## config.mk

```make
export PLATFORM = sky130hd
export DESIGN_NAME = mac_array_ctrl
export DESIGN_NICKNAME = d
export VERILOG_FILES = /design/src/rtl/mac_array_ctrl.sv
export SDC_FILE = /design/constraint.sdc
export NUM_CORES = 1
export LEC_CHECK = 0
export ABC_CLOCK_PERIOD_IN_PS = 8400
export CAP_MARGIN = 20
export CORE_ASPECT_RATIO = 1.1
export CORE_MARGIN = 3
export CORE_UTILIZATION = 45
export DETAILED_ROUTE_END_ITERATION = 16
export HOLD_SLACK_MARGIN = 0.08
export MAX_ROUTING_LAYER = met4
export PLACE_DENSITY_LB_ADDON = 0.12
export SLEW_MARGIN = 25
export SYNTH_ARGS = -nofsm -noshare
export SYNTH_HDL_FRONTEND = slang
export SYNTH_SLANG_ARGS = --single-unit
export TNS_END_PERCENT = 10
```

## constraint.sdc

```tcl
create_clock -name clk -period 8.4 [get_ports clk]
set_clock_uncertainty 0.1 [all_clocks]
set_input_delay 1.26 -clock clk [delete_from_list [all_inputs] [get_ports clk]]
set_output_delay 1.26 -clock clk [all_outputs]
set_load 0.05 [all_outputs]
```

## src/rtl/mac_array_ctrl.sv

```systemverilog
// Sequencing controller for a ROWS x COLS systolic MAC array: weight load,
// skewed compute enables and result flagging, one pass per accepted start.

module mac_row_en #(
  parameter int CW = 9
) (
  input  logic [CW-1:0] t,
  input  logic [CW-1:0] lo,
  input  logic [CW-1:0] hi,
  output logic          dis
);
  assign dis = !((t >= lo) && (t <= hi));
endmodule

module mac_array_ctrl #(
  parameter int ROWS = 4,
  parameter int COLS = 4,
  parameter int AW   = 8
) (
  input  logic            clk,
  input  logic            rst,
  input  logic            start,
  input  logic            abort,
  input  logic [AW-1:0]   num_vec,
  output logic            busy,
  output logic            done,
  output logic [COLS-1:0] wen,
  output logic [ROWS-1:0] en_row,
  output logic [COLS-1:0] en_self,
  output logic            w_rd_en,
  output logic [AW-1:0]   w_rd_addr,
  output logic            a_rd_en,
  output logic [AW-1:0]   a_rd_addr,
  output logic            res_valid,
  output logic [AW-1:0]   res_idx
);
  // Wide enough that num_vec + ROWS + COLS - 1 never wraps.
  localparam int CW = $clog2((1 << AW) + ROWS + COLS);

  localparam logic [1:0] S_IDLE    = 2'd0;
  localparam logic [1:0] S_LOAD_W  = 2'd1;
  localparam logic [1:0] S_COMPUTE = 2'd2;
  localparam logic [1:0] S_DONE    = 2'd3;

  localparam logic [CW-1:0] ROWS_C = CW'(ROWS);
  localparam logic [CW-1:0] ROWS_M1 = CW'(ROWS - 1);
  localparam logic [CW-1:0] RC1    = CW'(ROWS + COLS - 1);

  logic [1:0]    st, nst;
  logic [CW-1:0] cnt, ncnt;
  logic [AW-1:0] nv, nnv;
  logic [CW-1:0] len, nnv_x, waddr_w, ridx_w;

  logic            busy_d, done_d, w_rd_en_d, a_rd_en_d, res_valid_d;
  logic [COLS-1:0] wen_d, en_self_d;
  logic [ROWS-1:0] en_row_d, row_dis;
  logic [AW-1:0]   w_rd_addr_d, a_rd_addr_d, res_idx_d;

  assign len     = CW'(nv) + RC1;
  assign nnv_x   = CW'(nnv);
  assign waddr_w = ROWS_M1 - ncnt;
  assign ridx_w  = ncnt - RC1;

  always_comb begin
    nst  = st;
    ncnt = cnt;
    nnv  = nv;
    case (st)
      S_IDLE: if (start) begin
        nst  = S_LOAD_W;
        ncnt = '0;
        nnv  = num_vec;
      end
      S_LOAD_W: begin
        if (cnt == ROWS_C) begin
          ncnt = '0;
          nst  = (nv != '0) ? S_COMPUTE : S_DONE;
        end else begin
          ncnt = cnt + 1'b1;
        end
      end
      S_COMPUTE: begin
        if (cnt == len - 1'b1) begin
          ncnt = '0;
          nst  = S_DONE;
        end else begin
          ncnt = cnt + 1'b1;
        end
      end
      default: begin
        nst  = S_IDLE;
        ncnt = '0;
      end
    endcase
    if (abort && (st != S_IDLE)) begin
      nst  = S_IDLE;
      ncnt = '0;
    end
  end

  // Row r is live for the num_vec cycles starting one cycle after its upper neighbour.
  genvar r;
  generate
    for (r = 0; r < ROWS; r++) begin : g_row
      logic [CW-1:0] lo, hi;
      assign lo = CW'(r + 1);
      assign hi = CW'(r) + nnv_x;
      mac_row_en #(.CW(CW)) u_row (.t(ncnt), .lo(lo), .hi(hi), .dis(row_dis[r]));
    end
  endgenerate

  // Outputs are registered from the next state so they line up with the state they describe.
  always_comb begin
    busy_d      = 1'b0;
    done_d      = 1'b0;
    wen_d       = '0;
    en_row_d    = '1;
    en_self_d   = '1;
    w_rd_en_d   = 1'b0;
    w_rd_addr_d = w_rd_addr;
    a_rd_en_d   = 1'b0;
    a_rd_addr_d = a_rd_addr;
    res_valid_d = 1'b0;
    res_idx_d   = res_idx;
    case (nst)
      S_IDLE: begin
        w_rd_addr_d = '0;
        a_rd_addr_d = '0;
        res_idx_d   = '0;
      end
      S_LOAD_W: begin
        busy_d = 1'b1;
        if (ncnt < ROWS_C) begin
          w_rd_en_d   = 1'b1;
          w_rd_addr_d = waddr_w[AW-1:0];
        end
        if (ncnt != '0) wen_d = '1;
      end
      S_COMPUTE: begin
        busy_d    = 1'b1;
        en_self_d = '0;
        en_row_d  = row_dis;
        if (ncnt < nnv_x) begin
          a_rd_en_d   = 1'b1;
          a_rd_addr_d = ncnt[AW-1:0];
        end
        if (ncnt >= RC1) begin
          res_valid_d = 1'b1;
          res_idx_d   = ridx_w[AW-1:0];
        end
      end
      default: begin
        busy_d = 1'b1;
        done_d = 1'b1;
      end
    endcase
  end

  always_ff @(posedge clk or posedge rst) begin
    if (rst) begin
      st        <= S_IDLE;
      cnt       <= '0;
      nv        <= '0;
      busy      <= 1'b0;
      done      <= 1'b0;
      wen       <= '0;
      en_row    <= '1;
      en_self   <= '1;
      w_rd_en   <= 1'b0;
      w_rd_addr <= '0;
      a_rd_en   <= 1'b0;
      a_rd_addr <= '0;
      res_valid <= 1'b0;
      res_idx   <= '0;
    end else begin
      st        <= nst;
      cnt       <= ncnt;
      nv        <= nnv;
      busy      <= busy_d;
      done      <= done_d;
      wen       <= wen_d;
      en_row    <= en_row_d;
      en_self   <= en_self_d;
      w_rd_en   <= w_rd_en_d;
      w_rd_addr <= w_rd_addr_d;
      a_rd_en   <= a_rd_en_d;
      a_rd_addr <= a_rd_addr_d;
      res_valid <= res_valid_d;
      res_idx   <= res_idx_d;
    end
  end
endmodule

```

==> results of run 1 <==
critical path, cell delays in order:
cell	delay [ns]
clkdlybuf4s50_1	0.50
nor3b_2	0.83
nor2_1	0.10
a21oi_1	0.49
ha_1	0.37
nor2b_1	0.16
o21a_1	0.18
o21a_1	0.16
o21a_1	0.16
o21a_1	0.17
o21ai_0	0.15
nand2b_1	0.09
a2111o_1	0.63
a31o_2	0.33
per-layer routing:
layer,up-vias,GRT usage (%)
met1,1678,28.3
met2,103,36.5
met3,22,2.47
li1,1678,-
met4,0,7.81
met5,-,-
synthesized netlist by cell type (all sizes together) (5+ instances only):
master	n
xor2	7
nand4	7
dfstp	5
nor2	32
and3	5
o22ai	5
inv	36
o21ai	19
o21a	8
xnor2	25
nor3	10
nand3	11
dfrtp	49
a21o	10
a31o	8
ha	41
mux2i	12
a21boi	5
nor2b	10
and2	5
nand2b	7
buf	11
a21oi	23
nand2	34
a31oi	6
clkbuf	8
cell type report:
cell class | instances | area (um^2)
Multi-Input combinational cell | 341 | 2530
Clock inverter | 2 | 38.8
Tap cell | 114 | 143
Inverter | 36 | 135
Fill cell | 854 | 4090
Sequential cell | 54 | 1360
Timing Repair Buffer | 55 | 543
Clock buffer | 6 | 72.6
state kept, by name (all words and copies together), names as in the netlist:
name,flops
cnt,9
a_rd_addr,8
nv,8
res_idx,8
w_rd_addr,8
en_row,4
st,2
a_rd_en,1
busy,1
done,1
en_self,1
res_valid,1
w_rd_en,1
wen,1
per-stage QoR:
step                      utilization, %  hold WS (ns)  instance area (um^2)
after global routing                54.1         0.416                  4820
after CTS                           54.1         0.392                  4820
after global placement              52.8         0.365                  4710
after detailed placement            52.8         0.369                  4710
after floorplan                        -         0.500                  4140
final                               54.1         0.389                  4820
cell families after synthesis:
kind of cell | count (synthesis) | share of synthesized area [%]
mux | 14 | 3.45
buf+inv | 55 | 6.08
flops | 54 | 32.8
xor+xnor | 32 | 6.77
fa+ha+maj | 43 | 12.9
compound gates | 111 | 20.3
simple gates | 141 | 17.7
power groups by stage:
stage	Clock [W]	Combinational, W	Sequential, W
final	0.000180	0.000499	0.000323
after global routing	0.000191	0.000554	0.000328
after CTS	0.000182	0.000500	0.000322
after detailed placement	0	0.000497	0.000328
after global placement	0	0.000491	0.000327
after floorplan	0	0.000345	0.000352
path summary, 6_finish.rpt:
kind	start	endpoint	slack, ns
max reg2reg	nv[1]	a_rd_addr[6]	3.21
max	start	a_rd_addr[6]	2.93
min reg2reg	w_rd_addr[5]	w_rd_addr[5]	0.39
max in group asynchronous	rst	nv[3]	6.40
min	w_rd_addr[5]	w_rd_addr[5]	0.39
min in group asynchronous	rst	busy	1.34
==> results.json, run 1 <==
{
  "diodes": 0,
  "synth.area.top_cells": "dfrtp_1 (30%), ha_1 (12%), xnor2_1 (5.3%)",
  "finalWorstSetupSlack_ns": 2.93,
  "clk_latency_ns": 0.31,
  "synth_area_per_cell_um2": 9.20,
  "dp_hpwl_um": 8260,
  "post-cts-setup-buffer-count": 0,
  "start_kind": "primary input",
  "switching_share_pct": 43.6,
  "final_cell_mix": "clkdlybuf4s50_1 (52), dfrtp_1 (49), ha_1 (41), nand2_1 (34), inv_1 (34)",
  "synth_seq_area_share_pct": 32.8,
  "fin_cells": 608,
  "finalHoldViolations": 0,
  "switching_power_w": 0.000436,
  "status": "finished clean",
  "rr_worst_depth": 17,
  "final_common_cell": "clkdlybuf4s50_1",
  "drc_errors": 0,
  "synthesis.area_mm2": 0.00414,
  "grt-ovfl-total": 0,
  "postCtsHoldBufs": 0,
  "comb_power_share_pct": 49.9,
  "power_frac_seq_pct": 32.2,
  "die_area_mm2": 0.0104,
  "clockRootBuffer": "clkbuf_8",
  "rows": 36,
  "worst_pin_slew_ns": 1.01,
  "syn_nets": 503,
  "synth_top_cell_area_share_pct": 29.6,
  "rsz0062_at_grt": "no",
  "period_share_pct": 65.1,
  "total_power_w": 0.00100,
  "cts.htree.levels": 2,
  "wl_per_cell_um": 17.8,
  "fin_nets": 546,
  "drive_gt1_share_pct": 8.70,
  "routed_wl_um": 10800,
  "clock.fmax_mhz": 183,
  "maxCapViolCount": 0,
  "antenna_found_initial": 0,
  "yosysWarnings": 0,
  "synth-edff-count": 0,
  "ios": 53,
  "max_slew_margin_pct": 32.1,
  "setup_viol": 0,
  "cts_tree": "done",
  "met1_length_um": 4810,
  "synthDistinctLibCells": 68,
  "worstPathMaxFanout": 17,
  "route.met3.wl_um": 490,
  "drv_slew": 0,
  "top_layer": "met4",
  "power.leakage_nw": 2.17,
  "p_clk_share_pct": 17.9,
  "hold_depth": 1,
  "clkSlewWorstSetupHoldPaths_ns": 0.10,
  "grt_start_max_net_pins": 55,
  "worstSetupPathType": "in2reg",
  "grt_use_total_pct": 22.0,
  "dp.cells": 600,
  "grt_pass1_vias": 3543,
  "wl_met2_um": 5230,
  "ys_ff_latch": 54,
  "vias": 3481,
  "grt_pass1_wl_um": 17700,
  "required_ns": 8.50,
  "async_flop_share_pct": 100,
  "drtAntennaViolNets": 0,
  "fin_setup_tns_ns": 0,
  "clockBufferDepth": 2,
  "cp-end-kind": "flop",
  "drtIter0Drc": 131,
  "cts_resized": 0,
  "post-route-min-period_ns": 5.47,
  "via_per_inst": 5.73,
  "netlist_instances": 450,
  "synth_flop_cell": "dfrtp_1",
  "synth_area_leader_cell": "dfrtp_1",
  "io_buffer_count": 52,
  "cts_sinks": 54,
  "place_ws_ns": 2.72,
  "start_util_pct": 46.4,
  "chipWidth_um": 97.4,
  "firstDrtPassIters": 4,
  "arrival_ns": 5.57,
  "hp-class": "reg2reg",
  "p_int_w": 0.000565,
  "power.density_mw_per_mm2": 208,
  "fp.dieH_um": 107,
  "irDropWorstVdd_mv": 0.0899,
  "core-area_mm2": 0.00892,
  "gp_congestion": 0.933,
  "cts_buffers": 5,
  "area_growth_pct": 16.6
}
(Power assumes the default switching activity.)
==> run 2, diff against run 1 <==
--- a/config.mk
+++ b/config.mk
@@ -5,7 +5,7 @@
 export SDC_FILE = /design/constraint.sdc
 export NUM_CORES = 1
 export LEC_CHECK = 0
-export ABC_CLOCK_PERIOD_IN_PS = 8400
+export ABC_CLOCK_PERIOD_IN_PS = 5500
 export CAP_MARGIN = 20
 export CORE_ASPECT_RATIO = 1.1
 export CORE_MARGIN = 3
==> constraint.sdc (replaced) <==
create_clock -name clk -period 5.5 [get_ports clk]
set_clock_uncertainty 0.1 [all_clocks]
set_input_delay 0.825 -clock clk [delete_from_list [all_inputs] [get_ports clk]]
set_output_delay 0.825 -clock clk [all_outputs]
set_load 0.05 [all_outputs]
==> results.json, run 2 (synthesized netlist as in run 1, its figures left out) <==
{
  "clockBufferDepth": 2,
  "clockRootBuffer": "clkbuf_8",
  "finalHoldViolations": 0,
  "ios": 53,
  "routed_wl_um": 10700,
  "worstPathMaxFanout": 17,
  "grt_use_total_pct": 22.0,
  "max_slew_margin_pct": 48.8,
  "io_buffer_count": 52,
  "worst_pin_slew_ns": 0.763,
  "wl_per_cell_um": 17.4,
  "cts.htree.levels": 2,
  "firstDrtPassIters": 5,
  "postCtsHoldBufs": 0,
  "hold_ws_ns": 0.391,
  "power.leakage_nw": 2.20,
  "cts_resized": 0,
  "area_growth_pct": 17.7,
  "rr_startpoint": "nv[2]",
  "post-route-min-period_ns": 4.93,
  "clkSlewWorstSetupHoldPaths_ns": 0.10,
  "rr_worst_depth": 17,
  "die_area_mm2": 0.0104,
  "hp-class": "reg2reg",
  "fp.dieH_um": 107,
  "hold_end": "w_rd_addr[2]",
  "route.met3.wl_um": 527,
  "power.density_mw_per_mm2": 313,
  "vias": 3516,
  "rsz0062_at_grt": "no",
  "final_cell_mix": "clkdlybuf4s50_1 (52), dfrtp_1 (49), ha_1 (41), nand2_1 (34), inv_1 (34)",
  "start_kind": "flop",
  "drive_gt1_share_pct": 10.4,
  "via_per_inst": 5.71,
  "gp_congestion": 0.905,
  "regMostFlops": "cnt",
  "rr_endpoint": "a_rd_addr[3]",
  "core-area_mm2": 0.00892,
  "diodes": 0,
  "dp_hpwl_um": 8320,
  "worstSetupPathType": "reg2reg",
  "grt_pass1_vias": 3472,
  "hold_depth": 1,
  "grt_pass1_wl_um": 17800,
  "largest_register_ffs": 9,
  "final_common_cell": "clkdlybuf4s50_1",
  "clk_latency_ns": 0.31,
  "clock.fmax_mhz": 203,
  "fin_nets": 554,
  "rows": 36,
  "start_util_pct": 46.4,
  "chipWidth_um": 97.4,
  "required_ns": 5.60,
  "drc_errors": 0,
  "wl_met2_um": 5000,
  "top_layer": "met4",
  "holdCritStartpoint": "w_rd_addr[2]",
  "fin_setup_tns_ns": 0,
  "grt_start_max_net_pins": 55,
  "met1_length_um": 4890,
  "cts_sinks": 54,
  "grt-ovfl-total": 0,
  "maxCapViolCount": 0,
  "setup_viol": 0,
  "cts_tree": "done",
  "r2r_slack_ns": 0.57,
  "post-cts-setup-buffer-count": 0,
  "drv_slew": 0,
  "drtAntennaViolNets": 0,
  "drtIter0Drc": 221,
  "arrival_ns": 5.04,
  "period_share_pct": 89.7,
  "cp-end-kind": "flop",
  "cts_buffers": 5,
  "antenna_found_initial": 0,
  "status": "finished clean",
  "irDropWorstVdd_mv": 0.129
}
-- run 2: stage by stage --
step / cells / power, W / cell area (um^2) / setup WS [ns] / utilization (%)
after CTS: 616 / 0.00153 / 4870 / 0.641 / 54.6
after floorplan: 450 / 0.00106 / 4140 / 0.943 / -
after detailed placement: 608 / 0.00128 / 4770 / 0.626 / 53.5
after global placement: 608 / 0.00127 / 4770 / 0.676 / 53.5
after global routing: 616 / 0.00164 / 4870 / 0.279 / 54.6
final: 616 / 0.00152 / 4870 / 0.567 / 54.6
-- run 2: layout make-up --
class | instances | area, um^2
clock buffer | 6 | 82.6
clock inverter | 2 | 16.3
fill | 830 | 4050
inverter | 36 | 135
multi-input combinational | 341 | 2530
sequential | 54 | 1360
tap | 114 | 143
timing repair buffer | 63 | 603
-- run 2: metal layers --
| layer | track usage (%) | up-vias |
|---|---|---|
| met4 | 8.41 | 0 |
| met5 | - | - |
| met3 | 3.06 | 25 |
| met1 | 28.7 | 1669 |
| li1 | - | 1703 |
| met2 | 34.9 | 119 |
-- run 2: worst max-delay path, stage by stage, from the launching register on --
cell,delay [ns]
dfrtp_1,0.44
inv_1,0.10
ha_1,0.21
nand3b_1,0.21
or3_1,0.43
a31oi_1,0.37
nand2_1,0.24
a31oi_4,0.36
inv_1,0.21
ha_1,0.33
o21a_1,0.11
o21a_1,0.17
o21a_1,0.16
o21a_1,0.16
o21ai_0,0.17
nand2b_1,0.09
a2111o_1,0.63
a31o_2,0.33
-- run 2: how the worst max path moves through the flow --
stage,from,to,slack [ns],depth (start not counted)
after CTS,nv[2],a_rd_addr[3],0.64,17
after floorplan,nv[1],a_rd_addr[5],0.94,20
after detailed placement,abort,a_rd_addr[5],0.63,15
final,nv[2],a_rd_addr[3],0.57,17
after global routing,cnt[6],a_rd_addr[3],0.28,16
after global placement,abort,a_rd_addr[0],0.68,15
-- run 2: report_power, final --
group / internal [W] / switching [W] / total (W)
registers: 0.000437 / 0.0000567 / 0.000493
logic: 0.000306 / 0.000477 / 0.000783
clock network: 0.000104 / 0.000142 / 0.000247
total: 0.000847 / 0.000677 / 0.00152
